## config.mk

```make
export PLATFORM = sky130hd
export DESIGN_NAME = modexp_pm1
export DESIGN_NICKNAME = d
export VERILOG_FILES = /design/src/rtl/modexp_pm1.sv
export SDC_FILE = /design/constraint.sdc
export NUM_CORES = 1
export LEC_CHECK = 0
export CAP_MARGIN = 20
export CORE_MARGIN = 3
export CORE_UTILIZATION = 45
export DETAILED_ROUTE_END_ITERATION = 8
export GPL_ROUTABILITY_DRIVEN = 0
export PLACE_DENSITY = 0.69
export SLEW_MARGIN = 20
export SYNTH_ARGS = -nofsm -noshare
export SYNTH_HDL_FRONTEND = slang
export SYNTH_SLANG_ARGS = --single-unit
export TNS_END_PERCENT = 30
```

## constraint.sdc

```tcl
create_clock -name clk -period 13.95 [get_ports clk]
set_input_delay 2.0925 -clock clk [delete_from_list [all_inputs] [get_ports clk]]
set_output_delay 2.0925 -clock clk [all_outputs]
set_load 0.01 [all_outputs]
```

## src/rtl/modexp_pm1.sv

```systemverilog
// Modular exponentiation stage for a Pollard p-1 factoriser.
// Computes result = base^exponent mod modulus by left-to-right square-and-multiply.
// Every modular multiply is a bit-serial interleaved shift-add that takes WIDTH cycles.
// result_minus1 = (result - 1) mod modulus is also presented, ready for the downstream GCD.
//
// Ports
//   clk            rising-edge clock
//   reset          synchronous, active-high; returns to idle and clears all outputs
//   start          one-cycle request, accepted only when idle or done
//   base           any value; reduced mod modulus internally
//   exponent       exponent, scanned MSB first with no leading-zero skipping
//   modulus        n, must be >= 2 (otherwise error is flagged)
//   result         base^exponent mod modulus
//   result_minus1  result-1, or modulus-1 when result is 0
//   busy           high while a job is running
//   done           level, high from completion until the next accepted start or reset
//   error          set together with done when modulus < 2
module modexp_pm1 #(
  parameter int unsigned WIDTH = 32
) (
  input  logic             clk,
  input  logic             reset,
  input  logic             start,
  input  logic [WIDTH-1:0] base,
  input  logic [WIDTH-1:0] exponent,
  input  logic [WIDTH-1:0] modulus,
  output logic [WIDTH-1:0] result,
  output logic [WIDTH-1:0] result_minus1,
  output logic             busy,
  output logic             done,
  output logic             error
);

  localparam int unsigned CW = $clog2(WIDTH);

  typedef enum logic [2:0] {StIdle, StReduce, StSquare, StMult, StDone} state_e;

  state_e state_q, state_d;

  logic [WIDTH-1:0] base_q, exp_q, mod_q;
  logic [WIDTH-1:0] acc_q;   // running mulmod accumulator
  logic [WIDTH-1:0] r_q;     // exponentiation result so far
  logic [WIDTH-1:0] rb_q;    // base mod n
  logic [CW-1:0]    cnt_q;   // cycle within the current mulmod
  logic [CW-1:0]    idx_q;   // exponent bit index

  logic             last;
  logic             err_hit;
  logic [WIDTH-1:0] mul_x, mul_y, acc_next, rm1_next;
  logic [CW-1:0]    bit_sel;
  logic             y_bit;
  logic [WIDTH:0]   t_dbl, t_red1, t_add, t_red2;

  assign last    = (cnt_q == CW'(WIDTH - 1));
  assign err_hit = (state_q == StReduce) && (cnt_q == '0) && (mod_q < WIDTH'(2));

  // Operand selection for the shared mulmod datapath.
  always_comb begin
    mul_x = r_q;
    mul_y = r_q;
    unique case (state_q)
      StReduce: begin
        mul_x = WIDTH'(1);
        mul_y = base_q;
      end
      StMult:   mul_y = rb_q;
      default:  ;
    endcase
  end

  // One interleaved shift-add step; acc stays < n so WIDTH+1 bits never overflow.
  always_comb begin
    bit_sel  = CW'(WIDTH - 1) - cnt_q;
    y_bit    = mul_y[bit_sel];
    t_dbl    = {acc_q, 1'b0};
    t_red1   = (t_dbl >= {1'b0, mod_q}) ? t_dbl - {1'b0, mod_q} : t_dbl;
    t_add    = y_bit ? t_red1 + {1'b0, mul_x} : t_red1;
    t_red2   = (t_add >= {1'b0, mod_q}) ? t_add - {1'b0, mod_q} : t_add;
    acc_next = t_red2[WIDTH-1:0];
    rm1_next = (acc_next == '0) ? mod_q - WIDTH'(1) : acc_next - WIDTH'(1);
  end

  // Next-state logic.
  always_comb begin
    state_d = state_q;
    unique case (state_q)
      StIdle, StDone: if (start) state_d = StReduce;
      StReduce: begin
        if (err_hit)   state_d = StDone;
        else if (last) state_d = StSquare;
      end
      StSquare: begin
        if (last) begin
          if (exp_q[idx_q])      state_d = StMult;
          else if (idx_q == '0) state_d = StDone;
          else                   state_d = StSquare;
        end
      end
      StMult: begin
        if (last) state_d = (idx_q == '0) ? StDone : StSquare;
      end
      default: state_d = StIdle;
    endcase
  end

  always_ff @(posedge clk) begin
    if (reset) begin
      state_q       <= StIdle;
      base_q        <= '0;
      exp_q         <= '0;
      mod_q         <= '0;
      acc_q         <= '0;
      r_q           <= '0;
      rb_q          <= '0;
      cnt_q         <= '0;
      idx_q         <= '0;
      result        <= '0;
      result_minus1 <= '0;
      busy          <= 1'b0;
      done          <= 1'b0;
      error         <= 1'b0;
    end else begin
      state_q <= state_d;
      unique case (state_q)
        StIdle, StDone: begin
          if (start) begin
            base_q <= base;
            exp_q  <= exponent;
            mod_q  <= modulus;
            acc_q  <= '0;
            cnt_q  <= '0;
            busy   <= 1'b1;
            done   <= 1'b0;
            error  <= 1'b0;
          end
        end
        StReduce: begin
          if (err_hit) begin
            result        <= '0;
            result_minus1 <= '0;
            busy          <= 1'b0;
            done          <= 1'b1;
            error         <= 1'b1;
          end else if (last) begin
            rb_q  <= acc_next;
            r_q   <= WIDTH'(1);
            idx_q <= CW'(WIDTH - 1);
            acc_q <= '0;
            cnt_q <= '0;
          end else begin
            acc_q <= acc_next;
            cnt_q <= cnt_q + CW'(1);
          end
        end
        StSquare, StMult: begin
          if (last) begin
            r_q   <= acc_next;
            acc_q <= '0;
            cnt_q <= '0;
            if (state_d == StDone) begin
              result        <= acc_next;
              result_minus1 <= rm1_next;
              busy          <= 1'b0;
              done          <= 1'b1;
            end else if (state_d == StSquare) begin
              idx_q <= idx_q - CW'(1);
            end
          end else begin
            acc_q <= acc_next;
            cnt_q <= cnt_q + CW'(1);
          end
        end
        default: ;
      endcase
    end
  end

endmodule

```

==> impl_metrics.json, run 1 <==
{
  "antenna_found_initial": 1,
  "max_cap_violations": 0,
  "cts_tree": "yes",
  "ys_dominant_reg_cell": "dfxtp_1",
  "period_share": 0.839,
  "arrival_ps": 12140,
  "htreeDepth": 1,
  "grt_usage": 0.311,
  "syn-num-nets": 2891,
  "cp_max_fo": 35,
  "grt_pass1_wl_microns": 115000,
  "drt_iter0_drc": 2724,
  "port_buffers": 165,
  "start_util": 0.457,
  "worst-setup-path-type": "flip-flop to flip-flop",
  "tns_ps": 0,
  "rows": 76,
  "min_path_type": "flip-flop to flip-flop",
  "dpl.cell_count": 3301,
  "cts_buffers": 30,
  "avgRoutedWirePerCell_microns": 22.7,
  "grt_pass1_vias": 19590,
  "finalSetupViolations": 0,
  "final_cells": 3353,
  "synth_edf_count": 0,
  "numClockSinks": 272,
  "relSlewSlack": 0.269,
  "start_kind": "flip-flop",
  "worst_path_most_repeated_cell": "ha_1",
  "first_pass_iters": 6,
  "dieWidth_microns": 216,
  "overflow": 0,
  "ant_nets": 0,
  "post_cts_buffers": 0,
  "ctsResizeCount": 0,
  "vias": 21230,
  "dp_hpwl_microns": 58600,
  "ys_async_sr_fraction": 0,
  "ys_seq_elements": 272,
  "clk_pin_slew_worst_paths_ps": 60,
  "synth.avg_cell_area_sq_um": 7.36,
  "seq_area_frac_synth": 0.275,
  "tightest_slew_ps": 1100,
  "clkLatencyLatePin_ps": 610,
  "cp_slowest_stage_delay_ps": 700,
  "min_period_ps": 11700,
  "dieArea_sq_mm": 0.0465,
  "drive_gt1_frac": 0.0683,
  "core-area_sq_mm": 0.0433,
  "final_nets": 2951,
  "synth_cell_types": 95,
  "via_per_inst": 6.33,
  "rsz0062_at_grt": "false",
  "routed_wl_microns": 76100,
  "cp-end-kind": "flip-flop",
  "fp.dieH_microns": 216,
  "diodes": 0,
  "status": "complete, no violations",
  "fillers": 4206,
  "postCtsHoldBufs": 0,
  "worstPathRequired_ps": 14390,
  "hold_viol": 0,
  "cts_root_buf": "clkbuf_16",
  "pin_count": 166,
  "maxClockFrequency_mhz": 85.5,
  "ys_warn_count": 0,
  "syn-instance-count": 2688,
  "synth_area_sq_mm": 0.0198,
  "route.detailed.drc": 0,
  "grt_max_degree": 100,
  "fin_skew_ps": 26.5,
  "crit_slowest_cell": "nor3b_1",
  "slew_violations": 0,
  "area_growth_pct": 14.9,
  "clockBufferDepth": 3
}
==> metal layers <==
| layer | track usage | vias up | share of wire |
|---|---|---|---|
| met5 | 0 | - | 0.00017 |
| met1 | 0.407 | 9840 | 0.40 |
| met4 | 0.190 | 2 | 0.073 |
| met3 | 0.0728 | 304 | 0.11 |
| li1 | - | 9774 | - |
| met2 | 0.465 | 1310 | 0.42 |
==> cell usage in the layout, fill, tap and decap left out, types with 29 or more instances in the layout <==
master | netlist | layout
nor3_1 | 70 | 68
nand2_1 | 442 | 441
a22oi_1 | 40 | 40
nand4_1 | 34 | 34
o211ai_1 | 29 | 29
ha_1 | 101 | 101
a211oi_1 | 48 | 48
inv_1 | 80 | 80
dfxtp_1 | 272 | 271
nand3_1 | 74 | 74
a21o_1 | 50 | 49
xnor2_1 | 58 | 58
nor2b_1 | 53 | 51
nor2_1 | 237 | 234
o21a_1 | 34 | 34
clkdlybuf4s50_1 | 0 | 164
o21ai_0 | 115 | 113
a21oi_1 | 326 | 326
mux2i_1 | 30 | 30
xor2_1 | 31 | 31
mux2_2 | 44 | 44
buf_4 | 7 | 35
clkbuf_16 | 0 | 30
==> synthesized netlist by cell type (all sizes together), types with 9 or more instances <==
cell type	n	area [sq um]
o211ai	31	243
and2	12	75.1
or2	17	106
nand2b	21	131
xnor2	59	536
mux4	10	225
nor3	71	360
o31ai	16	120
mux2i	30	300
a22oi	40	300
o22ai	11	75.1
buf	44	250
and4	9	78.8
a21oi	329	1670
or3	27	169
o21a	34	255
nor2b	53	332
xor2	31	272
a31oi	18	128
nand2	442	1660
nor4	18	119
o21bai	12	90.1
inv	83	312
nand3	74	370
ha	101	1260
dfxtp	272	5450
and3	12	75.1
nand4	34	213
nor2	238	896
a21o	50	375
o21ai	130	651
mux2	47	529
clkbuf	128	480
o221ai	9	78.8
a211oi	50	385
==> registers in the layout (all words and copies together) (netlist names) <==
signal         flops
state_q            3
error              1
mod_q             32
busy               1
done               1
r_q               32
result_minus1     32
idx_q              5
base_q            32
cnt_q              5
acc_q             32
result            32
exp_q             32
rb_q              32
==> stage by stage <==
stage	util	hold slack [ps]	area, sq um	worst slack [ps]
floorplan	-	431	19800	3510
global placement	0.502	439	21700	3270
detailed placement	0.503	441	21700	2750
CTS	0.525	452	22700	2700
global route	0.525	469	22700	1590
finish	0.525	450	22700	2250
==> critical path, delay by kind of cell, from the launching register on <==
kind / cells / cell delay (ps)
AO/OA/AOI/OAI: 15 / 3800
XOR/XNOR: 1 / 90
adder cells (fa/ha/maj): 4 / 1470
buffers and inverters: 5 / 980
flip-flops: 1 / 420
multiplexers: 2 / 740
AND/OR/NAND/NOR: 12 / 4020
==> worst paths after layout <==
check,cells past startpoint,start,end,slack (ps)
setup / recovery,39,mod_q[26],result_minus1[20],2250
hold / removal,2,exp_q[23],exp_q[23],450
setup reg to reg,39,mod_q[26],result_minus1[20],2250
hold reg to reg,2,exp_q[23],exp_q[23],450
==> final cells by class <==
type                    count  area [sq um]  area share
multi-input cells        2161         13300       0.587
flip-flops and latches    272          5450       0.240
repair buffers            200          1920      0.0843
clock buffers              40           818      0.0360
well taps                 585           732      0.0322
inverters                  83           312      0.0137
clock inverters            12           164     0.00721
==> cells by family (layout without fill, tap and decap cells) <==
family / Yosys count / count (layout) / share of synthesized area
mux: 87 / 87 / 0.0533
xor+xnor: 90 / 90 / 0.0408
compound gates: 818 / 818 / 0.264
simple gates: 1062 / 1062 / 0.247
flops: 272 / 272 / 0.275
buf+inv: 255 / 335 / 0.0527
fa+ha+maj: 104 / 104 / 0.0669
Power of run 1 is not shown: default switching activity piles up to over one toggle a cycle in this logic, so the estimate is an artifact.
==> run 2, diff against run 1 <==
--- a/config.mk
+++ b/config.mk
@@ -10,7 +10,7 @@
 export CORE_UTILIZATION = 45
 export DETAILED_ROUTE_END_ITERATION = 8
 export GPL_ROUTABILITY_DRIVEN = 0
-export PLACE_DENSITY = 0.69
+export PLACE_DENSITY = 0.72
 export SLEW_MARGIN = 20
 export SYNTH_ARGS = -nofsm -noshare
 export SYNTH_HDL_FRONTEND = slang
==> constraint.sdc (replaced) <==
create_clock -name clk -period 10.63 [get_ports clk]
set_input_delay 1.5945 -clock clk [delete_from_list [all_inputs] [get_ports clk]]
set_output_delay 1.5945 -clock clk [all_outputs]
set_load 0.01 [all_outputs]
==> run 2 against run 1 <==
  * Clock skew increased by 1.1 ps
  * Largest cell class unchanged
  * Highest routed layer is now met4
  * First-iteration DRC count increased by 6.8%
  * Critical endpoint is now result_minus1[25]
  * Core utilization increased by 1.0 points
==> impl_metrics.json, run 2 (synthesis results as in run 1) <==
{
  "drt_iter0_drc": 2909,
  "pin_count": 166,
  "grt_max_degree": 104,
  "crit_slowest_cell": "or4_1",
  "min_period_ps": 10380,
  "place_area_sq_mm": 0.0221,
  "clkLatencyLatePin_ps": 600,
  "hold_ws_ps": 450,
  "slew_violations": 0,
  "rows": 76,
  "preCtsSetupSlack_ps": 253,
  "finalWorstSetupSlack_ps": 250,
  "finalSetupViolations": 0,
  "mostFrequentLayoutCells": "nand2_1 (441), a21oi_1 (323), dfxtp_1 (271), nor2_1 (234), clkdlybuf4s50_1 (164)",
  "diodes": 0,
  "ff2ff_setup_slack_ps": 250,
  "status": "complete, no violations",
  "area_growth_pct": 17.1,
  "overflow": 0,
  "grt_usage": 0.310,
  "timing.rr.start": "mod_q[17]",
  "final_common_cell": "nand2_1",
  "relSlewSlack": 0.243,
  "cts_root_buf": "clkbuf_16",
  "htreeDepth": 1,
  "min_path_cells": 2,
  "dp_hpwl_microns": 58300,
  "dieWidth_microns": 216,
  "clk_pin_slew_worst_paths_ps": 70,
  "max_cap_violations": 0,
  "multiInputGateArea_sq_mm": 0.0134,
  "via_per_inst": 6.36,
  "fin_skew_ps": 27.6,
  "route.detailed.drc": 0,
  "fillers": 4033,
  "reg2reg_depth": 35,
  "routed_wl_microns": 76000,
  "avgRoutedWirePerCell_microns": 22.3,
  "start_util": 0.457,
  "ant_nets": 0,
  "clockBufferDepth": 3,
  "grt_pass1_wl_microns": 115000,
  "cp-end-kind": "flip-flop",
  "r2r-end": "result_minus1[25]",
  "cp_slowest_stage_delay_ps": 590,
  "worst-setup-path-type": "flip-flop to flip-flop",
  "fp.dieH_microns": 216,
  "vias": 21629,
  "min_path_type": "flip-flop to flip-flop",
  "period_share": 0.977,
  "tightest_slew_ps": 1120,
  "dieArea_sq_mm": 0.0465,
  "maxClockFrequency_mhz": 96.3,
  "min_from": "rb_q[13]",
  "hold_viol": 0,
  "grt_pass1_vias": 19958,
  "cts_tree": "yes",
  "final_nets": 2996,
  "regArea_sq_mm": 0.00545,
  "core-area_sq_mm": 0.0433,
  "start_kind": "flip-flop",
  "worstPathRequired_ps": 11100,
  "first_pass_iters": 7,
  "cp_max_fo": 16,
  "arrival_ps": 10850,
  "cts_buffers": 28,
  "numClockSinks": 272,
  "finalInstanceArea_sq_mm": 0.0232,
  "worstHoldEndpoint": "rb_q[13]",
  "drive_gt1_frac": 0.0909,
  "tns_ps": 0,
  "port_buffers": 165,
  "antenna_found_initial": 1
}
[run 2: changes by cell type in the layout (fill, tap and decap cells not counted), moves of 3 or more]
| cell | delta |
|---|---|
| a21oi_1 | -3 |
| a21oi_2 | +3 |
| buf_4 | +46 |
| clkbuf_1 | -7 |
| clkbuf_8 | +4 |
| clkinvlp_4 | +3 |
| ha_1 | -3 |
| ha_2 | +3 |
| o21ai_1 | +3 |
[run 2: layer usage]
metal,up-vias,wire [microns],GRT usage
met3,333,8450,0.0670
met2,1390,31900,0.471
met4,0,6000,0.185
met1,10041,29600,0.404
met5,-,0,0
li1,9865,-,-
[run 2: what timing repair did]
item	CTS	global route
endpoints found under the setup margin	0	27
hold buffers	0	0
resized for setup	0	19
buffers inserted	0	3
[run 2: area by class of cell]
cell class              count  area share
flip-flops and latches    272       0.235
repair buffers            247      0.0984
inverters                  83      0.0134
clock buffers              35      0.0344
multi-input cells        2161       0.578
well taps                 585      0.0316
clock inverters            17     0.00864
[run 2: how the worst max path moves through the flow]
stage                         start  cells after the start  slack, ps           endpoint
after floorplan           mod_q[25]                     47        190  result_minus1[20]
after global placement    mod_q[18]                     35        550  result_minus1[31]
after detailed placement  mod_q[18]                     36        250  result_minus1[23]
after CTS                 mod_q[18]                     34        160  result_minus1[21]
after global routing      mod_q[14]                     38        -10  result_minus1[20]
final                     mod_q[17]                     35        250  result_minus1[25]
[run 2: critical path: cells and delay by family, from the launching register on]
| kind | cells | cell delay, ps |
|---|---|---|
| compound gates | 13 | 3500 |
| mux | 3 | 840 |
| flops | 1 | 390 |
| fa+ha+maj | 3 | 1140 |
| buf+inv | 5 | 800 |
| xor+xnor | 1 | 100 |
| simple gates | 10 | 3460 |
[run 2: per-stage QoR]
stage,cells,util
floorplan,2688,-
finish,3400,0.536
global route,3400,0.536
CTS,3397,0.533
detailed placement,3345,0.510
global placement,3345,0.510
Power of run 2 is left out for the same reason.
